[src/rtl/core_pkg.sv]
// ----------------------------------------------------------------------------
// core_pkg
// Purpose : shared constants for the RV64 multi-cycle sequencer: 5-bit major
//           opcodes (inst[6:2]), sequencer state encoding, PC-select and
//           trap-cause encodings, and the legal-opcode check used by DECODE.
// Ports   : none (package)
// ----------------------------------------------------------------------------
package core_pkg;

  localparam logic [4:0] OP_LOAD      = 5'b00000;
  localparam logic [4:0] OP_MISC_MEM  = 5'b00011;
  localparam logic [4:0] OP_OP_IMM    = 5'b00100;
  localparam logic [4:0] OP_AUIPC     = 5'b00101;
  localparam logic [4:0] OP_OP_IMM_32 = 5'b00110;
  localparam logic [4:0] OP_STORE     = 5'b01000;
  localparam logic [4:0] OP_AMO       = 5'b01011;
  localparam logic [4:0] OP_OP        = 5'b01100;
  localparam logic [4:0] OP_LUI       = 5'b01101;
  localparam logic [4:0] OP_OP_32     = 5'b01110;
  localparam logic [4:0] OP_BRANCH    = 5'b11000;
  localparam logic [4:0] OP_JALR      = 5'b11001;
  localparam logic [4:0] OP_JAL       = 5'b11011;
  localparam logic [4:0] OP_SYSTEM    = 5'b11100;

  localparam logic [31:0] INST_NOP = 32'h0000_0013;

  typedef enum logic [2:0] {
    S_FETCH_REQ,
    S_FETCH_WAIT,
    S_DECODE,
    S_EXECUTE,
    S_MEM_REQ,
    S_MEM_WAIT,
    S_WRITEBACK,
    S_TRAP
  } state_e;

  typedef enum logic [1:0] {
    PC_SEL_SEQ    = 2'd0,
    PC_SEL_TARGET = 2'd1,
    PC_SEL_TRAP   = 2'd2
  } pc_sel_e;

  typedef enum logic [1:0] {
    CAUSE_ILLEGAL   = 2'd0,
    CAUSE_FETCH_ERR = 2'd1,
    CAUSE_ECALL     = 2'd2
  } trap_cause_e;

  // Legal = 32-bit encoding (inst[1:0]==11) and one of the 14 base+A major opcodes.
  function automatic logic is_legal(input logic [31:0] inst);
    logic ok;
    case (inst[6:2])
      OP_LOAD, OP_MISC_MEM, OP_OP_IMM, OP_AUIPC, OP_OP_IMM_32, OP_STORE, OP_AMO,
      OP_OP, OP_LUI, OP_OP_32, OP_BRANCH, OP_JALR, OP_JAL, OP_SYSTEM: ok = 1'b1;
      default: ok = 1'b0;
    endcase
    return ok && (inst[1:0] == 2'b11);
  endfunction

endpackage

[src/rtl/core_seq_ctrl_if.sv]
// ----------------------------------------------------------------------------
// core_seq_ctrl_if
// Purpose : bundles the imem/dmem handshakes, datapath strobes and trap
//           signals of the sequencer. Signal names keep the sequencer's
//           direction prefix (o_ = driven by the sequencer).
// Modports: master - the sequencer (core_seq_ctrl)
//           slave  - buses / datapath / trap handler side
// ----------------------------------------------------------------------------
interface core_seq_ctrl_if #(
  parameter int XLEN = 64
);
  logic            o_imem_req_valid;
  logic            i_imem_req_ready;
  logic            i_imem_rsp_valid;
  logic [31:0]     i_imem_rsp_data;
  logic [31:0]     o_inst;
  logic            o_dmem_req_valid;
  logic            o_dmem_we;
  logic            i_dmem_req_ready;
  logic            i_dmem_rsp_valid;
  logic            i_branch_taken;
  logic            o_rf_we;
  logic            o_pc_we;
  logic [1:0]      o_pc_sel;
  logic            o_retire;
  logic [XLEN-1:0] o_instret;
  logic            o_trap;
  logic [1:0]      o_trap_cause;
  logic            i_trap_ack;

  modport master (
    output o_imem_req_valid, o_inst, o_dmem_req_valid, o_dmem_we, o_rf_we,
           o_pc_we, o_pc_sel, o_retire, o_instret, o_trap, o_trap_cause,
    input  i_imem_req_ready, i_imem_rsp_valid, i_imem_rsp_data, i_dmem_req_ready,
           i_dmem_rsp_valid, i_branch_taken, i_trap_ack
  );

  modport slave (
    input  o_imem_req_valid, o_inst, o_dmem_req_valid, o_dmem_we, o_rf_we,
           o_pc_we, o_pc_sel, o_retire, o_instret, o_trap, o_trap_cause,
    output i_imem_req_ready, i_imem_rsp_valid, i_imem_rsp_data, i_dmem_req_ready,
           i_dmem_rsp_valid, i_branch_taken, i_trap_ack
  );
endinterface

[src/rtl/core_instret_ctr.sv]
// ----------------------------------------------------------------------------
// core_instret_ctr
// Purpose : XLEN-bit retired-instruction counter, wraps at 2^XLEN.
// Ports   : i_clk   clock, rising edge
//           i_rst   asynchronous active-high reset (count -> 0)
//           i_inc   add one this cycle
//           o_count current count
// ----------------------------------------------------------------------------
module core_instret_ctr #(
  parameter int XLEN = 64
) (
  input  logic            i_clk,
  input  logic            i_rst,
  input  logic            i_inc,
  output logic [XLEN-1:0] o_count
);
  logic [XLEN-1:0] r_count;

  always_ff @(posedge i_clk or posedge i_rst) begin
    if (i_rst) r_count <= '0;
    else if (i_inc) r_count <= r_count + XLEN'(1);
  end

  assign o_count = r_count;
endmodule

[src/rtl/core_seq_ctrl.sv]
// ----------------------------------------------------------------------------
// core_seq_ctrl
// Purpose : multi-cycle fetch/decode/execute/mem/writeback sequencer for the
//           RV64 core. Holds the IR, the fetch timeout counter and the trap
//           cause; raises PC/RF write strobes, memory handshakes and retire.
// Ports   : i_clk  clock, rising edge
//           i_rst  asynchronous active-high reset
//           bus    core_seq_ctrl_if.master (imem/dmem handshakes, IR, PC/RF
//                  strobes, retire/instret, trap/cause/ack)
// Params  : XLEN (instret width), FETCH_TIMEOUT (1..255 cycles in FETCH_WAIT)
// Config  : ILLEGAL_TRAP_EN defined  -> illegal insn traps with cause 0
//           undefined (default)      -> illegal insn retires as a NOP
//
// state        | meaning
// S_FETCH_REQ  | imem request raised, wait for ready
// S_FETCH_WAIT | wait for imem response, timeout counter running
// S_DECODE     | legality / SYSTEM check on IR
// S_EXECUTE    | sample branch result, pick mem or writeback
// S_MEM_REQ    | dmem request raised, wait for ready
// S_MEM_WAIT   | wait for dmem response
// S_WRITEBACK  | PC/RF strobes, retire
// S_TRAP       | trap raised, wait for ack
// ----------------------------------------------------------------------------
module core_seq_ctrl
  import core_pkg::*;
#(
  parameter int XLEN          = 64,
  parameter int FETCH_TIMEOUT = 255
) (
  input  logic           i_clk,
  input  logic           i_rst,
  core_seq_ctrl_if.master bus
);
  localparam logic [7:0] TO_LAST = 8'(FETCH_TIMEOUT - 1);

  state_e      r_state, w_state_nxt;
  trap_cause_e r_cause, w_cause_nxt;
  logic [31:0] r_inst;
  logic [7:0]  r_cnt;
  logic        r_taken;

  logic        w_imem_req, w_dmem_req, w_dmem_we, w_rf_we, w_pc_we, w_retire, w_trap;
  pc_sel_e     w_pc_sel;
  logic [XLEN-1:0] w_instret;

  logic [4:0]  w_op;
  logic        w_legal, w_is_mem, w_mem_we, w_wr_rd, w_pc_tgt;

  assign w_op     = r_inst[6:2];
  assign w_legal  = is_legal(r_inst);
  assign w_is_mem = (w_op == OP_LOAD) || (w_op == OP_STORE) || (w_op == OP_AMO);
  assign w_mem_we = (w_op == OP_STORE) || (w_op == OP_AMO);
  // Illegal insns only reach WRITEBACK in the non-trapping build, where they act as NOPs.
  assign w_wr_rd  = w_legal && (r_inst[11:7] != 5'd0) &&
                    !((w_op == OP_STORE) || (w_op == OP_BRANCH) || (w_op == OP_MISC_MEM));
  assign w_pc_tgt = w_legal && ((w_op == OP_JAL) || (w_op == OP_JALR) ||
                                ((w_op == OP_BRANCH) && r_taken));

  always_ff @(posedge i_clk or posedge i_rst) begin
    if (i_rst) begin
      r_state <= S_FETCH_REQ;
      r_cause <= CAUSE_ILLEGAL;
      r_inst  <= INST_NOP;
      r_cnt   <= 8'd0;
      r_taken <= 1'b0;
    end else begin
      r_state <= w_state_nxt;
      r_cause <= w_cause_nxt;
      if (r_state == S_FETCH_REQ) r_cnt <= 8'd0;
      else if (r_state == S_FETCH_WAIT) r_cnt <= r_cnt + 8'd1;
      if ((r_state == S_FETCH_WAIT) && bus.i_imem_rsp_valid) r_inst <= bus.i_imem_rsp_data;
      if (r_state == S_EXECUTE) r_taken <= bus.i_branch_taken;
    end
  end

  always_comb begin
    w_state_nxt = r_state;
    w_cause_nxt = r_cause;
    w_imem_req  = 1'b0;
    w_dmem_req  = 1'b0;
    w_dmem_we   = 1'b0;
    w_rf_we     = 1'b0;
    w_pc_we     = 1'b0;
    w_pc_sel    = PC_SEL_SEQ;
    w_retire    = 1'b0;
    w_trap      = 1'b0;
    case (r_state)
      S_FETCH_REQ: begin
        w_imem_req = 1'b1;
        if (bus.i_imem_req_ready) w_state_nxt = S_FETCH_WAIT;
      end
      S_FETCH_WAIT: begin
        // A response arriving on the last allowed cycle still wins over the timeout.
        if (bus.i_imem_rsp_valid) w_state_nxt = S_DECODE;
        else if (r_cnt == TO_LAST) begin
          w_state_nxt = S_TRAP;
          w_cause_nxt = CAUSE_FETCH_ERR;
        end
      end
      S_DECODE: begin
        if (!w_legal) begin
`ifdef ILLEGAL_TRAP_EN
          w_state_nxt = S_TRAP;
          w_cause_nxt = CAUSE_ILLEGAL;
`else
          w_state_nxt = S_WRITEBACK;
`endif
        end else if (w_op == OP_SYSTEM) begin
          w_state_nxt = S_TRAP;
          w_cause_nxt = CAUSE_ECALL;
        end else begin
          w_state_nxt = S_EXECUTE;
        end
      end
      S_EXECUTE: w_state_nxt = w_is_mem ? S_MEM_REQ : S_WRITEBACK;
      S_MEM_REQ: begin
        w_dmem_req = 1'b1;
        w_dmem_we  = w_mem_we;
        if (bus.i_dmem_req_ready) w_state_nxt = S_MEM_WAIT;
      end
      S_MEM_WAIT: if (bus.i_dmem_rsp_valid) w_state_nxt = S_WRITEBACK;
      S_WRITEBACK: begin
        w_pc_we     = 1'b1;
        w_retire    = 1'b1;
        w_rf_we     = w_wr_rd;
        w_pc_sel    = w_pc_tgt ? PC_SEL_TARGET : PC_SEL_SEQ;
        w_state_nxt = S_FETCH_REQ;
      end
      S_TRAP: begin
        w_trap = 1'b1;
        if (bus.i_trap_ack) begin
          w_pc_we     = 1'b1;
          w_pc_sel    = PC_SEL_TRAP;
          w_state_nxt = S_FETCH_REQ;
        end
      end
      default: w_state_nxt = S_FETCH_REQ;
    endcase
  end

  core_instret_ctr #(.XLEN(XLEN)) u_instret (
    .i_clk   (i_clk),
    .i_rst   (i_rst),
    .i_inc   (w_retire),
    .o_count (w_instret)
  );

  // The reset state is FETCH_REQ, but no fetch may be requested while reset is held.
  assign bus.o_imem_req_valid = w_imem_req & ~i_rst;
  assign bus.o_dmem_req_valid = w_dmem_req;
  assign bus.o_dmem_we        = w_dmem_we;
  assign bus.o_inst           = r_inst;
  assign bus.o_rf_we          = w_rf_we;
  assign bus.o_pc_we          = w_pc_we;
  assign bus.o_pc_sel         = w_pc_sel;
  assign bus.o_retire         = w_retire;
  assign bus.o_instret        = w_instret;
  assign bus.o_trap           = w_trap;
  assign bus.o_trap_cause     = w_trap ? r_cause : CAUSE_ILLEGAL;
endmodule

[src/flat_wrapper.sv]
// flat-port wrapper written by rule: the top's interface ports become plain ports
module core_seq_ctrl_flat import core_pkg::*;
#(
  parameter int XLEN          = 64,
  parameter int FETCH_TIMEOUT = 255
)
  (i_clk, i_rst, bus_o_imem_req_valid, bus_o_inst, bus_o_dmem_req_valid, bus_o_dmem_we, bus_o_rf_we, bus_o_pc_we, bus_o_pc_sel, bus_o_retire, bus_o_instret, bus_o_trap, bus_o_trap_cause, bus_i_imem_req_ready, bus_i_imem_rsp_valid, bus_i_imem_rsp_data, bus_i_dmem_req_ready, bus_i_dmem_rsp_valid, bus_i_branch_taken, bus_i_trap_ack);
  core_seq_ctrl_if #(.XLEN(XLEN)) bus_i ();
  input  logic i_clk;
  input  logic i_rst;
  output wire logic [$bits(bus_i.o_imem_req_valid)-1:0] bus_o_imem_req_valid;
  output wire logic [$bits(bus_i.o_inst)-1:0] bus_o_inst;
  output wire logic [$bits(bus_i.o_dmem_req_valid)-1:0] bus_o_dmem_req_valid;
  output wire logic [$bits(bus_i.o_dmem_we)-1:0] bus_o_dmem_we;
  output wire logic [$bits(bus_i.o_rf_we)-1:0] bus_o_rf_we;
  output wire logic [$bits(bus_i.o_pc_we)-1:0] bus_o_pc_we;
  output wire logic [$bits(bus_i.o_pc_sel)-1:0] bus_o_pc_sel;
  output wire logic [$bits(bus_i.o_retire)-1:0] bus_o_retire;
  output wire logic [$bits(bus_i.o_instret)-1:0] bus_o_instret;
  output wire logic [$bits(bus_i.o_trap)-1:0] bus_o_trap;
  output wire logic [$bits(bus_i.o_trap_cause)-1:0] bus_o_trap_cause;
  input wire logic [$bits(bus_i.i_imem_req_ready)-1:0] bus_i_imem_req_ready;
  input wire logic [$bits(bus_i.i_imem_rsp_valid)-1:0] bus_i_imem_rsp_valid;
  input wire logic [$bits(bus_i.i_imem_rsp_data)-1:0] bus_i_imem_rsp_data;
  input wire logic [$bits(bus_i.i_dmem_req_ready)-1:0] bus_i_dmem_req_ready;
  input wire logic [$bits(bus_i.i_dmem_rsp_valid)-1:0] bus_i_dmem_rsp_valid;
  input wire logic [$bits(bus_i.i_branch_taken)-1:0] bus_i_branch_taken;
  input wire logic [$bits(bus_i.i_trap_ack)-1:0] bus_i_trap_ack;
  assign bus_o_imem_req_valid = bus_i.o_imem_req_valid;
  assign bus_o_inst = bus_i.o_inst;
  assign bus_o_dmem_req_valid = bus_i.o_dmem_req_valid;
  assign bus_o_dmem_we = bus_i.o_dmem_we;
  assign bus_o_rf_we = bus_i.o_rf_we;
  assign bus_o_pc_we = bus_i.o_pc_we;
  assign bus_o_pc_sel = bus_i.o_pc_sel;
  assign bus_o_retire = bus_i.o_retire;
  assign bus_o_instret = bus_i.o_instret;
  assign bus_o_trap = bus_i.o_trap;
  assign bus_o_trap_cause = bus_i.o_trap_cause;
  assign bus_i.i_imem_req_ready = bus_i_imem_req_ready;
  assign bus_i.i_imem_rsp_valid = bus_i_imem_rsp_valid;
  assign bus_i.i_imem_rsp_data = bus_i_imem_rsp_data;
  assign bus_i.i_dmem_req_ready = bus_i_dmem_req_ready;
  assign bus_i.i_dmem_rsp_valid = bus_i_dmem_rsp_valid;
  assign bus_i.i_branch_taken = bus_i_branch_taken;
  assign bus_i.i_trap_ack = bus_i_trap_ack;
  core_seq_ctrl #(.XLEN(XLEN), .FETCH_TIMEOUT(FETCH_TIMEOUT)) u_core (.i_clk(i_clk), .i_rst(i_rst), .bus(bus_i));
endmodule
[config.mk]
export PLATFORM = sky130hd
export DESIGN_NAME = core_seq_ctrl_flat
export DESIGN_NICKNAME = d
export VERILOG_FILES = /design/src/rtl/core_pkg.sv /design/src/rtl/core_seq_ctrl_if.sv /design/src/rtl/core_instret_ctr.sv /design/src/rtl/core_seq_ctrl.sv /design/src/flat_wrapper.sv
export SDC_FILE = /design/constraint.sdc
export NUM_CORES = 1
export LEC_CHECK = 0
export ABC_AREA = 1
export CAP_MARGIN = 20
export CORE_MARGIN = 2
export CORE_UTILIZATION = 58
export DETAILED_ROUTE_END_ITERATION = 16
export DONT_BUFFER_PORTS = 1
export PLACE_DENSITY = 0.71
export RECOVER_POWER = 25
export SKIP_CTS_REPAIR_TIMING = 1
export SLEW_MARGIN = 30
export SYNTH_ARGS = -nofsm -noshare
export SYNTH_HDL_FRONTEND = slang
export SYNTH_SLANG_ARGS = --single-unit
export TNS_END_PERCENT = 10
[constraint.sdc]
create_clock -name i_clk -period 10.4 [get_ports i_clk]
set_clock_uncertainty 0.1 [all_clocks]
set_input_delay 2.08 -clock i_clk [delete_from_list [all_inputs] [get_ports i_clk]]
set_output_delay 2.08 -clock i_clk [all_outputs]
set_load 0.02 [all_outputs]
==> results of run 1 <==
placed cells by master (no fill, tap or decap), types with 4 or more instances in the layout:
master	synthesis	routed
dfrtp_1	107	107
mux2_2	25	25
nor3_1	11	11
nand2_1	213	216
a21oi_1	8	8
ha_1	6	6
clkbuf_8	0	9
o21ai_0	8	8
inv_1	103	103
xnor2_1	24	24
nand3_1	57	63
nor2_1	98	108
nand4_1	22	22
nand3b_1	4	4
xor2_1	18	18
inv_8	0	4
metal layers:
metal	track usage	vias up	routed length, um
li1	-	2402	-
met1	0.3455	2328	6191
met2	0.4304	163	6713
met3	0.07416	31	1193
met4	0.08256	0	312
met5	0	-	0
layout make-up:
class | count | area (um^2)
Clock inverter | 7 | 78.83
Multi-Input combinational cell | 536 | 2768
Tap cell | 136 | 170.2
Timing Repair Buffer | 3 | 26.28
Clock buffer | 9 | 123.9
Inverter | 106 | 400.4
Sequential cell | 110 | 2756
Fill cell | 952 | 3954
registers in the layout (all words and copies together) (netlist names):
register                  count
u_core.r_cnt                  8
u_core.r_taken                1
u_core.r_state                3
u_core.u_instret.o_count     64
u_core.bus.o_inst            32
u_core.r_cause                2
cells by family (layout without fill, tap and decap cells):
| family | Yosys count | count (layout) | share of synthesized area |
|---|---|---|---|
| AOI/OAI and AO/OA | 27 | 27 | 0.02779 |
| muxes | 27 | 27 | 0.05089 |
| DFF | 110 | 110 | 0.4502 |
| and+or+nand+nor | 434 | 434 | 0.3280 |
| buffers and inverters | 110 | 125 | 0.07071 |
| adders and majority gates | 6 | 6 | 0.01226 |
| xor gates and xnor gates | 42 | 42 | 0.06009 |
how the worst max path moves through the flow:
stage,end,slack [ps],cells past startpoint
final,bus_o_pc_we,5580,2
after global routing,bus_o_rf_we,5510,5
after CTS,bus_o_pc_we,5570,2
after detailed placement,bus_o_pc_we,5570,2
after global placement,bus_o_pc_we,5580,2
after floorplan,u_core.bus.o_inst[10]$_DFFE_PP0P_,5320,1
tightest hold or removal path: cells and delay by family (launching register included):
kind             cells  cell delay, ps
flip-flops           1             370
AND/OR/NAND/NOR      2              90
power groups by stage:
stage | Combinational [mW] | Sequential [mW] | Clock, mW
finish | 0.266 | 0.680 | 0.270
floorplan | 0.231 | 0.668 | 0
global placement | 0.262 | 0.688 | 0
detailed placement | 0.276 | 0.693 | 0
global route | 0.301 | 0.692 | 0.293
CTS | 0.276 | 0.685 | 0.275
through the flow:
stage	util	instance area (um^2)
after floorplan	-	6122
final	0.6153	6324
after detailed placement	0.6115	6285
after global routing	0.6153	6324
after global placement	0.6115	6285
after CTS	0.6312	6487
==> impl_metrics.csv, run 1 <==
group,metric,value,unit
clock_network,clk_path_buf_depth,2,
sta,max_slew.worst_pin.slew,1610,ps
worst_setup_path,cp.arrival,2640,ps
routing,drt_iter0_drc,353,
yosys,synth_fp_nets,802,
grt,grt_use_total,0.2648,
flow_run,drv_cap,1,
floorplan,die_x,106.7,um
grt,overflow,0,
worst_setup_path,critPathLaunchType,"input port",
yosys,synth_area,6122,um^2
pwr,clkPwrFrac,0.222,
routing,wl,14410,um
worst_setup_path,startpoint,"bus_i_trap_ack",
worst_setup_path,path_buf_inv,1,
sta,rsz0062_at_grt,"false",
sta,hold_viol,0,
worst_setup_path,critPathSlowestCell,"o21ai_0",
place,place_ws,5570,ps
min_path,holdPathStages,2,
clock_network,clk_pin_slew,110,ps
min_path,hold_class,"reg -> reg",
grt,grt_pass1_vias,4860,
routing,vias,4924,
worst_setup_path,critPathTopFamily,"compound AO/OA/AOI/OAI gates",
floorplan,initial_core_util,0.5957,
routing,drc,0,
yosys,yosysTopAreaCellShare,0.4374,
floorplan,ios,147,
sta,relSlewSlack,-0.07935,
yosys,yosys-top-cells-area,"dfrtp_1 44%, nand2_1 13%, inv_1 6.3%, nor2_1 6.0%, nand3_1 4.7%",
worst_setup_path,reg2reg_setup_slack,7760,ps
yosys,post-synth-top-count-cell,"nand2_1",
clock_network,clkLatencyLatePin,390,ps
pwr,power_switching,0.4916,mW
outcome,outcome,"finished, violations left",
layout,area_growth,3.290,%
routing,wl_per_cell,15.89,um
pwr,power_density,192.2,nW/um^2
grt,grt_max_degree,74,
sta,holdWs,386.2,ps
yosys,synth_area_leader_cell,"dfrtp_1",
pwr,power,1.215,mW
worst_setup_path,cp-end-kind,"primary output",
grt,grt_pass1_wl,23850,um
sta,setup_viol,0,
floorplan,die-height,106.7,um
clock_network,cts_root_buf,"clkbuf_8",
sta,post-route-min-period,4824,ps
clock_network,h-tree-depth,3,
layout,n_antenna_cell,0,
worst_setup_path,worstPathCellList,"inv_1 -> o21ai_0",
worst_setup_path,r2r-end,"u_core.u_instret.o_count[56]$_DFFE_PP0P_",
sta,finalMaxSlewViolations,39,
pwr,p_leak,3.107,nW
sta,fin_ws,5576,ps
clock_network,cts_buffers,9,
pwr,p_sw_frac,0.4045,
clock_network,cts_tree,"done",
pwr,internal-power,0.7237,mW
yosys,ys_ff_latch,110,
place,dpl.hpwl,11380,um
grt,antenna_found_initial,0,
pwr,combPwrFrac,0.219,
layout,drive_gt1_frac,0.07912,
min_path,hp-start,"u_core.r_cause[1]$_DFFE_PP0P_",
yosys,ys_top_cells_by_count,"213 x nand2_1, 107 x dfrtp_1, 103 x inv_1",
clock_network,clock-sinks,110,
yosys,postSynthCellCount,756,
sta,fmax,0.2073,GHz
worst_setup_path,worstSetupPathType,"in -> out",
worst_setup_path,cp_max_fo,3,
floorplan,fp-row-count,37,
outcome,failed_checks,"max-capacitance violations, max-slew violations",
worst_setup_path,r2r_cells,8,
yosys,synthArstFlopShare,1.000,
pwr,power_frac_seq,0.560,
yosys,ys_seq_area_frac,0.4502,
layout,layout.nets,812,
worst_setup_path,cpPeakStageDelay,530,ps
floorplan,die_area,11390,um^2
routing,dr.pass1.iters,5,
yosys,synth_top_flop_cell,"dfrtp_1",
pwr,ir_worst_vdd,0.1558,mV
yosys,avgSynthCellArea,8.098,um^2
place,finalWeightedCongestion,0.9440,
min_path,whs_endpoint,"u_core.r_cause[1]$_DFFE_PP0P_",
yosys,synth.distinct_cells,36,
yosys,synth_edf_count,0,
sta,fin_crit_sh,0.4639,
routing,viasPerCell,5.429,
sta,setup_tns,0,ps
floorplan,core,10280,um^2
place,place_inst,891,
layout,final_cells,907,
worst_setup_path,r2r_start,"u_core.r_state[0]$_DFFE_PP0P_",
worst_setup_path,cp.required,8220,ps
place,io_buffer_count,0,
yosys,yosys_warnings,0,
routing,detail-route-antenna-nets,0,
(Power assumes the default switching activity.)
==> run 2: changes to the inputs <==
==> constraint.sdc (replaced) <==
create_clock -name i_clk -period 4.7 [get_ports i_clk]
set_clock_uncertainty 0.1 [all_clocks]
set_input_delay 0.94 -clock i_clk [delete_from_list [all_inputs] [get_ports i_clk]]
set_output_delay 0.94 -clock i_clk [all_outputs]
set_load 0.02 [all_outputs]
==> impl_metrics.csv, run 2 (synthesis results as in run 1) <==
group,metric,value,unit
worst_setup_path,r2r_start,"u_core.r_state[0]$_DFFE_PP0P_",
grt,grt_pass1_wl,24020,um
sta,max_slew.worst_pin.slew,2915,ps
sta,fmax,0.2753,GHz
floorplan,die-height,106.7,um
outcome,failed_checks,"max-capacitance violations, max-slew violations",
routing,dr.pass1.iters,5,
clock_network,h-tree-depth,3,
layout,largest_register_ffs,64,
routing,drt_iter0_drc,333,
pwr,ir_worst_vdd,0.4899,mV
sta,setup_tns,0,ps
clock_network,cts_buffers,9,
routing,wl_per_cell,16.29,um
clock_network,cts_tree,"done",
routing,wl,14770,um
clock_network,cts_root_buf,"clkbuf_8",
worst_setup_path,startpoint,"u_core.r_state[0]$_DFFE_PP0P_",
layout,final_util,0.6278,
layout,area_growth,5.395,%
place,dpl.hpwl,11660,um
layout,drive_gt1_frac,0.1012,
routing,drc,0,
routing,viasPerCell,5.443,
worst_setup_path,cp.required,3660,ps
worst_setup_path,cp-end-kind,"primary output",
worst_setup_path,cp_max_fo,8,
worst_setup_path,worstSetupPathType,"reg -> out",
min_path,hp-start,"u_core.r_cause[1]$_DFFE_PP0P_",
worst_setup_path,critPathLaunchType,"register",
clock_network,clkLatencyLatePin,410,ps
min_path,hold_class,"reg -> reg",
place,finalWeightedCongestion,0.8814,
sta,fin_crit_sh,0.7730,
floorplan,die_x,106.7,um
routing,detail-route-antenna-nets,0,
grt,grt_max_degree,79,
outcome,outcome,"finished, violations left",
sta,fin_ws,1067,ps
sta,holdWs,391.8,ps
routing,vias,4937,
layout,layout_common_cells,"213 x nand2_1, 107 x dfrtp_1, 103 x inv_1",
pwr,power,2.682,mW
layout,layout.nets,812,
floorplan,fp-row-count,37,
layout,n_antenna_cell,0,
pwr,power_density,415.7,nW/um^2
worst_setup_path,cp.arrival,2590,ps
floorplan,die_area,11390,um^2
flow_run,drv_cap,1,
sta,relSlewSlack,-0.9452,
sta,post-route-min-period,3633,ps
place,io_buffer_count,0,
floorplan,core,10280,um^2
sta,rsz0062_at_grt,"false",
floorplan,ios,147,
clock_network,clock-sinks,110,
sta,hold_viol,0,
pwr,p_leak,3.203,nW
clock_network,clk_pin_slew,110,ps
sta,finalMaxSlewViolations,79,
grt,grt_pass1_vias,4842,
grt,overflow,0,
sta,setup_viol,0,
grt,antenna_found_initial,0,
floorplan,initial_core_util,0.5957,
grt,grt_use_total,0.2719,
place,place_ws,1804,ps
layout,final_common_cell,"nand2_1",
clock_network,clk_path_buf_depth,2,
run 2: cell count changes in the layout (fill, tap and decap cells not counted), sizes merged:
cell,change
clkinv,+2
clkinvlp,-2
run 2: worst paths after layout:
kind                       depth (start not counted)                                       end  slack, ps
min in group asynchronous                          1               u_core.r_cnt[6]$_DFFE_PP0P_       1350
max in group asynchronous                          1  u_core.u_instret.o_count[17]$_DFFE_PP0P_       1480
hold reg to reg                                    2             u_core.r_cause[1]$_DFFE_PP0P_        390
setup / recovery                                   5                           bus_o_pc_sel[0]       1070
setup reg to reg                                   8  u_core.u_instret.o_count[38]$_DFFE_PP0P_       2420
hold / removal                                     2             u_core.r_cause[1]$_DFFE_PP0P_        390
run 2: cell type report:
class	count	area, um^2
Fill cell	940	3825
Multi-Input combinational cell	536	2908
Sequential cell	110	2756
Inverter	106	400.4
Tap cell	136	170.2
Clock buffer	9	123.9
Clock inverter	7	71.32
Timing Repair Buffer	3	22.52
run 2: critical path: stages (launching register included):
cell	delay, ps
dfrtp_1	450
inv_2	100
nand3_1	470
inv_4	380
nand3_1	100
a211oi_1	670
run 2: routing by layer:
| layer | global-route usage | vias to the layer above | wire length (um) |
|---|---|---|---|
| met5 | 0 | - | 0 |
| met4 | 0.09369 | 0 | 303 |
| met3 | 0.09058 | 28 | 1330 |
| met2 | 0.4349 | 180 | 7069 |
| met1 | 0.3476 | 2330 | 6070 |
| li1 | - | 2399 | - |
run 2: stage by stage:
step                area [um^2]  std cells
finish                     6452        907
CTS                        6480        907
floorplan                  6122        756
global route               6452        907
detailed placement         6285        891
global placement           6285        891
run 2: power by group:
part | total (mW) | switching [mW] | leakage (nW) | internal [mW]
registers | 1.51 | 0.366 | 1.44 | 1.14
clock network | 0.581 | 0.370 | 0.102 | 0.211
logic | 0.594 | 0.351 | 1.66 | 0.242
==> run 3: changes to the inputs <==
==> constraint.sdc (replaced) <==
create_clock -name i_clk -period 3.65 [get_ports i_clk]
set_clock_uncertainty 0.1 [all_clocks]
set_input_delay 0.73 -clock i_clk [delete_from_list [all_inputs] [get_ports i_clk]]
set_output_delay 0.73 -clock i_clk [all_outputs]
set_load 0.02 [all_outputs]
==> impl_metrics.csv, run 3 (synthesis results as in run 1) <==
group,metric,value,unit
outcome,outcome,"finished, violations left",
outcome,failed_checks,"max-capacitance violations, max-slew violations",
pwr,power_switching,1.422,mW
clock_network,cts_tree,"done",
clock_network,h-tree-depth,3,
worst_setup_path,r2r_cells,8,
clock_network,clkLatencyLatePin,400,ps
pwr,internal-power,2.065,mW
layout,area_growth,5.947,%
floorplan,ios,147,
sta,post-route-min-period,3146,ps
routing,dr.pass1.iters,5,
min_path,hold_class,"in -> reg",
worst_setup_path,r2r-end,"u_core.u_instret.o_count[44]$_DFFE_PP0P_",
clock_network,clock-sinks,110,
sta,holdWs,333.9,ps
sta,relSlewSlack,-0.6290,
sta,fin_crit_sh,0.8620,
worst_setup_path,worstPathCellList,"inv_1 -> ha_1 -> nand2_1 -> nand3_1 -> nand2_1 -> nand2_1 -> a211oi_1",
worst_setup_path,cp.required,2820,ps
place,dpl.hpwl,11740,um
place,finalWeightedCongestion,0.8956,
floorplan,initial_core_util,0.5957,
floorplan,die-height,106.7,um
pwr,combPwrFrac,0.226,
worst_setup_path,r2r_start,"u_core.u_instret.o_count[1]$_DFFE_PP0P_",
floorplan,die_area,11390,um^2
sta,fmax,0.3178,GHz
worst_setup_path,cpPeakStageDelay,620,ps
min_path,holdPathStages,2,
sta,setup_tns,0,ps
grt,antenna_found_initial,0,
floorplan,fp-row-count,37,
sta,setup_viol,0,
routing,wl,14830,um
layout,ff_latch_area,2756,um^2
min_path,hp-start,"bus_i_branch_taken",
pwr,ir_worst_vdd,0.5772,mV
layout,largest_register_ffs,64,
place,io_buffer_count,0,
routing,vias,4980,
worst_setup_path,cp_max_fo,5,
grt,grt_pass1_wl,24400,um
floorplan,core,10280,um^2
sta,rsz0062_at_grt,"false",
pwr,power_frac_seq,0.560,
pwr,p_sw_frac,0.4078,
worst_setup_path,worstSetupPathType,"reg -> out",
routing,wl_per_cell,16.31,um
floorplan,die_x,106.7,um
clock_network,cts_buffers,9,
layout,layout.nets,814,
sta,hold_viol,0,
grt,grt_max_degree,65,
pwr,power_density,537.6,nW/um^2
flow_run,drv_cap,2,
min_path,whs_endpoint,"u_core.r_taken$_DFFE_PP0P_",
worst_setup_path,crit_path_frequent_cell,"nand2_1",
layout,final_common_cell,"nand2_1",
grt,grt_use_total,0.2751,
worst_setup_path,cp-end-kind,"primary output",
clock_network,cts_root_buf,"clkbuf_8",
pwr,p_leak,3.203,nW
routing,viasPerCell,5.479,
clock_network,clk_pin_slew,120,ps
sta,max_slew.worst_pin.slew,2443,ps
worst_setup_path,critPathSlowestCell,"a211oi_1",
worst_setup_path,reg2reg_setup_slack,1570,ps
worst_setup_path,cp.arrival,2320,ps
layout,n_antenna_cell,0,
layout,final_util,0.6311,
layout,multi_input_area,2933,um^2
routing,drc,0,
pwr,clkPwrFrac,0.214,
layout,layout_common_cells,"213 x nand2_1, 107 x dfrtp_1, 102 x inv_1",
grt,overflow,0,
clock_network,clk_path_buf_depth,2,
layout,fillerInstances,915,
layout,drive_gt1_frac,0.1061,
worst_setup_path,critPathLaunchType,"register",
routing,drt_iter0_drc,291,
routing,detail-route-antenna-nets,0,
grt,grt_pass1_vias,5024,
sta,finalMaxSlewViolations,112,
## run 3: how the worst max path moves through the flow
stage	start	end	slack, ps	cells past startpoint
2_1_floorplan	u_core.r_state[2]$_DFFE_PP0P_	bus_o_pc_we	920	4
3_3_place_gp	u_core.bus.o_inst[2]$_DFFE_PP0P_	bus_o_rf_we	990	7
3_5_place_dp	u_core.bus.o_inst[2]$_DFFE_PP0P_	bus_o_rf_we	980	7
4_1_cts	u_core.bus.o_inst[2]$_DFFE_PP0P_	bus_o_rf_we	520	7
5_1_grt	u_core.bus.o_inst[2]$_DFFE_PP0P_	bus_o_pc_sel[0]	380	7
6_report	u_core.bus.o_inst[2]$_DFFE_PP0P_	bus_o_pc_sel[0]	500	7
## run 3: worst max-delay path: cells and delay by family (launching register included)
kind / cells / cell delay [ps]
adders and majority gates: 1 / 310
AOI/OAI and AO/OA: 1 / 620
buffers and inverters: 1 / 120
DFF: 1 / 540
and+or+nand+nor: 4 / 330
## run 3: stage by stage
stage               setup slack [ps]  std cells  power [mW]  instance area (um^2)
floorplan                      923.0        756       2.563                  6126
global placement               992.8        893       2.721                  6301
detailed placement             981.4        893       2.774                  6301
CTS                            524.2        909       3.520                  6495
global route                   383.7        909       3.692                  6486
finish                         503.9        909       3.487                  6486
## run 3: final cells by class
type / instances / share of cell area
clock buffers: 9 / 0.01910
repair buffers: 5 / 0.004823
multi-input cells: 536 / 0.4522
flip-flops and latches: 110 / 0.4250
clock inverters: 7 / 0.01080
well taps: 136 / 0.02623
inverters: 106 / 0.06192
## run 3: metal layers
| layer | share of wire | track usage | routed length, um |
|---|---|---|---|
| met3 | 0.083 | 0.1027 | 1226 |
| met4 | 0.027 | 0.09462 | 406 |
| met1 | 0.41 | 0.3305 | 6057 |
| met5 | 0 | 0 | 0 |
| met2 | 0.48 | 0.4559 | 7133 |
## run 3: power groups by stage
stage | Combinational, mW | Clock, mW | Sequential (mW)
3_3_place_gp | 0.757 | 0 | 1.96
6_report | 0.788 | 0.745 | 1.95
5_1_grt | 0.896 | 0.810 | 1.99
3_5_place_dp | 0.794 | 0 | 1.98
2_1_floorplan | 0.659 | 0 | 1.90
4_1_cts | 0.796 | 0.768 | 1.96
==> RTL edit, RTL diff (flow settings as in run 3) <==
The option `ILLEGAL_TRAP_EN` is turned on by a define.
--- a/src/rtl/core_seq_ctrl.sv
+++ b/src/rtl/core_seq_ctrl.sv
@@ -21,6 +21,8 @@
 // S_WRITEBACK  | PC/RF strobes, retire
 // S_TRAP       | trap raised, wait for ack
 // ----------------------------------------------------------------------------
+`define ILLEGAL_TRAP_EN
+
 module core_seq_ctrl
   import core_pkg::*;
 #(
Check against the original RTL: not equivalent (a bounded check fails within 4 cycles, from zero or initial values and one cycle with i_rst high).
==> RTL edit against run 3 <==
- final cell count down 3.4%
- sequential cell count is the same
- worst setup slack got worse by 0.019 ns
- via count decreased by 0.76%
- critical path depth down 3
- design area is 2.5% lower
- sequential power grew 2%
- sequential share of layout area increased by 1.1 points
- synthesized area shrank 1.7%
- synthesized cell count down 3.2%
- total power is 0.59% lower
- clock power is 2% lower
- wire length down 6.6%
- critical path type unchanged
- largest power group unchanged
==> RTL edit: results (changes against run 3) <==
- Status: complete, no violations
- Most frequent cells after synthesis: nand2_1, dfrtp_1, nor2_1, inv_1, nand3_1
- Sequential area share after synthesis: 45.8% (+0.78 points)
- Worst-Margin Slew: 1.36 ns (-1.08 ns)
- Vias in the first global route: 4847 (-3.5%)
- Total GRT Usage: 26.2% (-1.3 points)
- Layout cells sized above 1: 9.30% (-1.3 points)
- Vias per inst: 5.63 (+2.7%)
- Multi-input logic area: 2880 um^2 (-2.0%)
- Critical path's slowest cell: dfrtp_1
- Routed Wire Length: 13.8 mm (-6.6%)
- Routing usage on met1: 33.9% (+0.88 points)
- Dpl hpwl: 10.9 mm (-6.9%)
- Reg2reg setup slack: 1.09 ns (-0.48 ns)
- Distinct cell type count after synthesis: 37 (+2.8%)
- First-pass GRT wire length: 23.6 mm (-3.4%)
- Syn avg cell area: 8.22 um^2 (+1.5%)
- Setup ws final: 0.485 ns (-0.0192 ns)
- Setup crit start: u_core.r_state[0]
- Synth area leaders: dfrtp_1, nand2_1, nor2_1, inv_1, nand3_1
- DRT iter0 DRCs: 333 (+14%)
- R2R Path End: u_core.bus.o_inst[28]
- Pre-CTS WS: 0.956 ns (-0.0249 ns)
- Wl on met1: 5.82 mm (-3.9%)
- Placed Area: 6140 um^2 (-2.5%)
- Leakage: 2.93 nW (-8.6%)
- Met3 global-route usage: 7.73% (-2.5 points)
- Met3 wire length: 1.13 mm (-8.1%)
- Met2 wire length: 6.57 mm (-7.9%)
- Worst skew pair latency: 0.38 ns (-0.02 ns)
- Worst Setup EP: bus_o_trap_cause[0]
-- RTL edit: power by group through the flow --
| stage | sequential (mW) | combinational (mW) | clock [mW] |
|---|---|---|---|
| 2_1_floorplan | 1.89 | 0.716 | 0 |
| 3_3_place_gp | 1.99 | 0.719 | 0 |
| 3_5_place_dp | 2.01 | 0.760 | 0 |
| 4_1_cts | 1.99 | 0.759 | 0.744 |
| 5_1_grt | 2.03 | 0.856 | 0.793 |
| 6_report | 1.99 | 0.749 | 0.730 |
-- RTL edit: worst min path at each step --
| stage | endpoint | slack [ns] | cells past startpoint |
|---|---|---|---|
| after detailed placement | u_core.r_cause[0] | 0.37 | 2 |
| after floorplan | u_core.r_cause[0] | 0.34 | 2 |
| after global placement | u_core.r_cause[0] | 0.36 | 2 |
| after global routing | u_core.bus.o_inst[13] | 0.35 | 1 |
| after CTS | u_core.u_instret.o_count[7] | 0.18 | 1 |
| final | u_core.u_instret.o_count[7] | 0.34 | 1 |
-- RTL edit: cell families (layout without fill, tap and decap cells) --
family / count (synthesis) / after routing / synth area share (%)
multiplexers: 27 / 27 / 5.05
flip-flops: 110 / 110 / 45.8
buffers and inverters: 90 / 100 / 6.42
XOR/XNOR: 31 / 31 / 4.51
AND/OR/NAND/NOR: 442 / 442 / 34.7
adder cells (fa/ha/maj): 6 / 6 / 1.25
AO/OA/AOI/OAI: 26 / 26 / 2.31
-- RTL edit: layout make-up --
cell class	count	area share, %
clock inverters	7	1.15
well taps	136	2.69
flip-flops and latches	110	43.6
multi-input cells	532	45.5
clock buffers	9	1.96
inverters	82	4.91
repair buffers	2	0.198
-- RTL edit: critical path: cells and delay by family, from the launching register on --
kind          cells  cell delay, ns
simple gates      2            0.79
flops             1            0.62
buf+inv           2            0.54
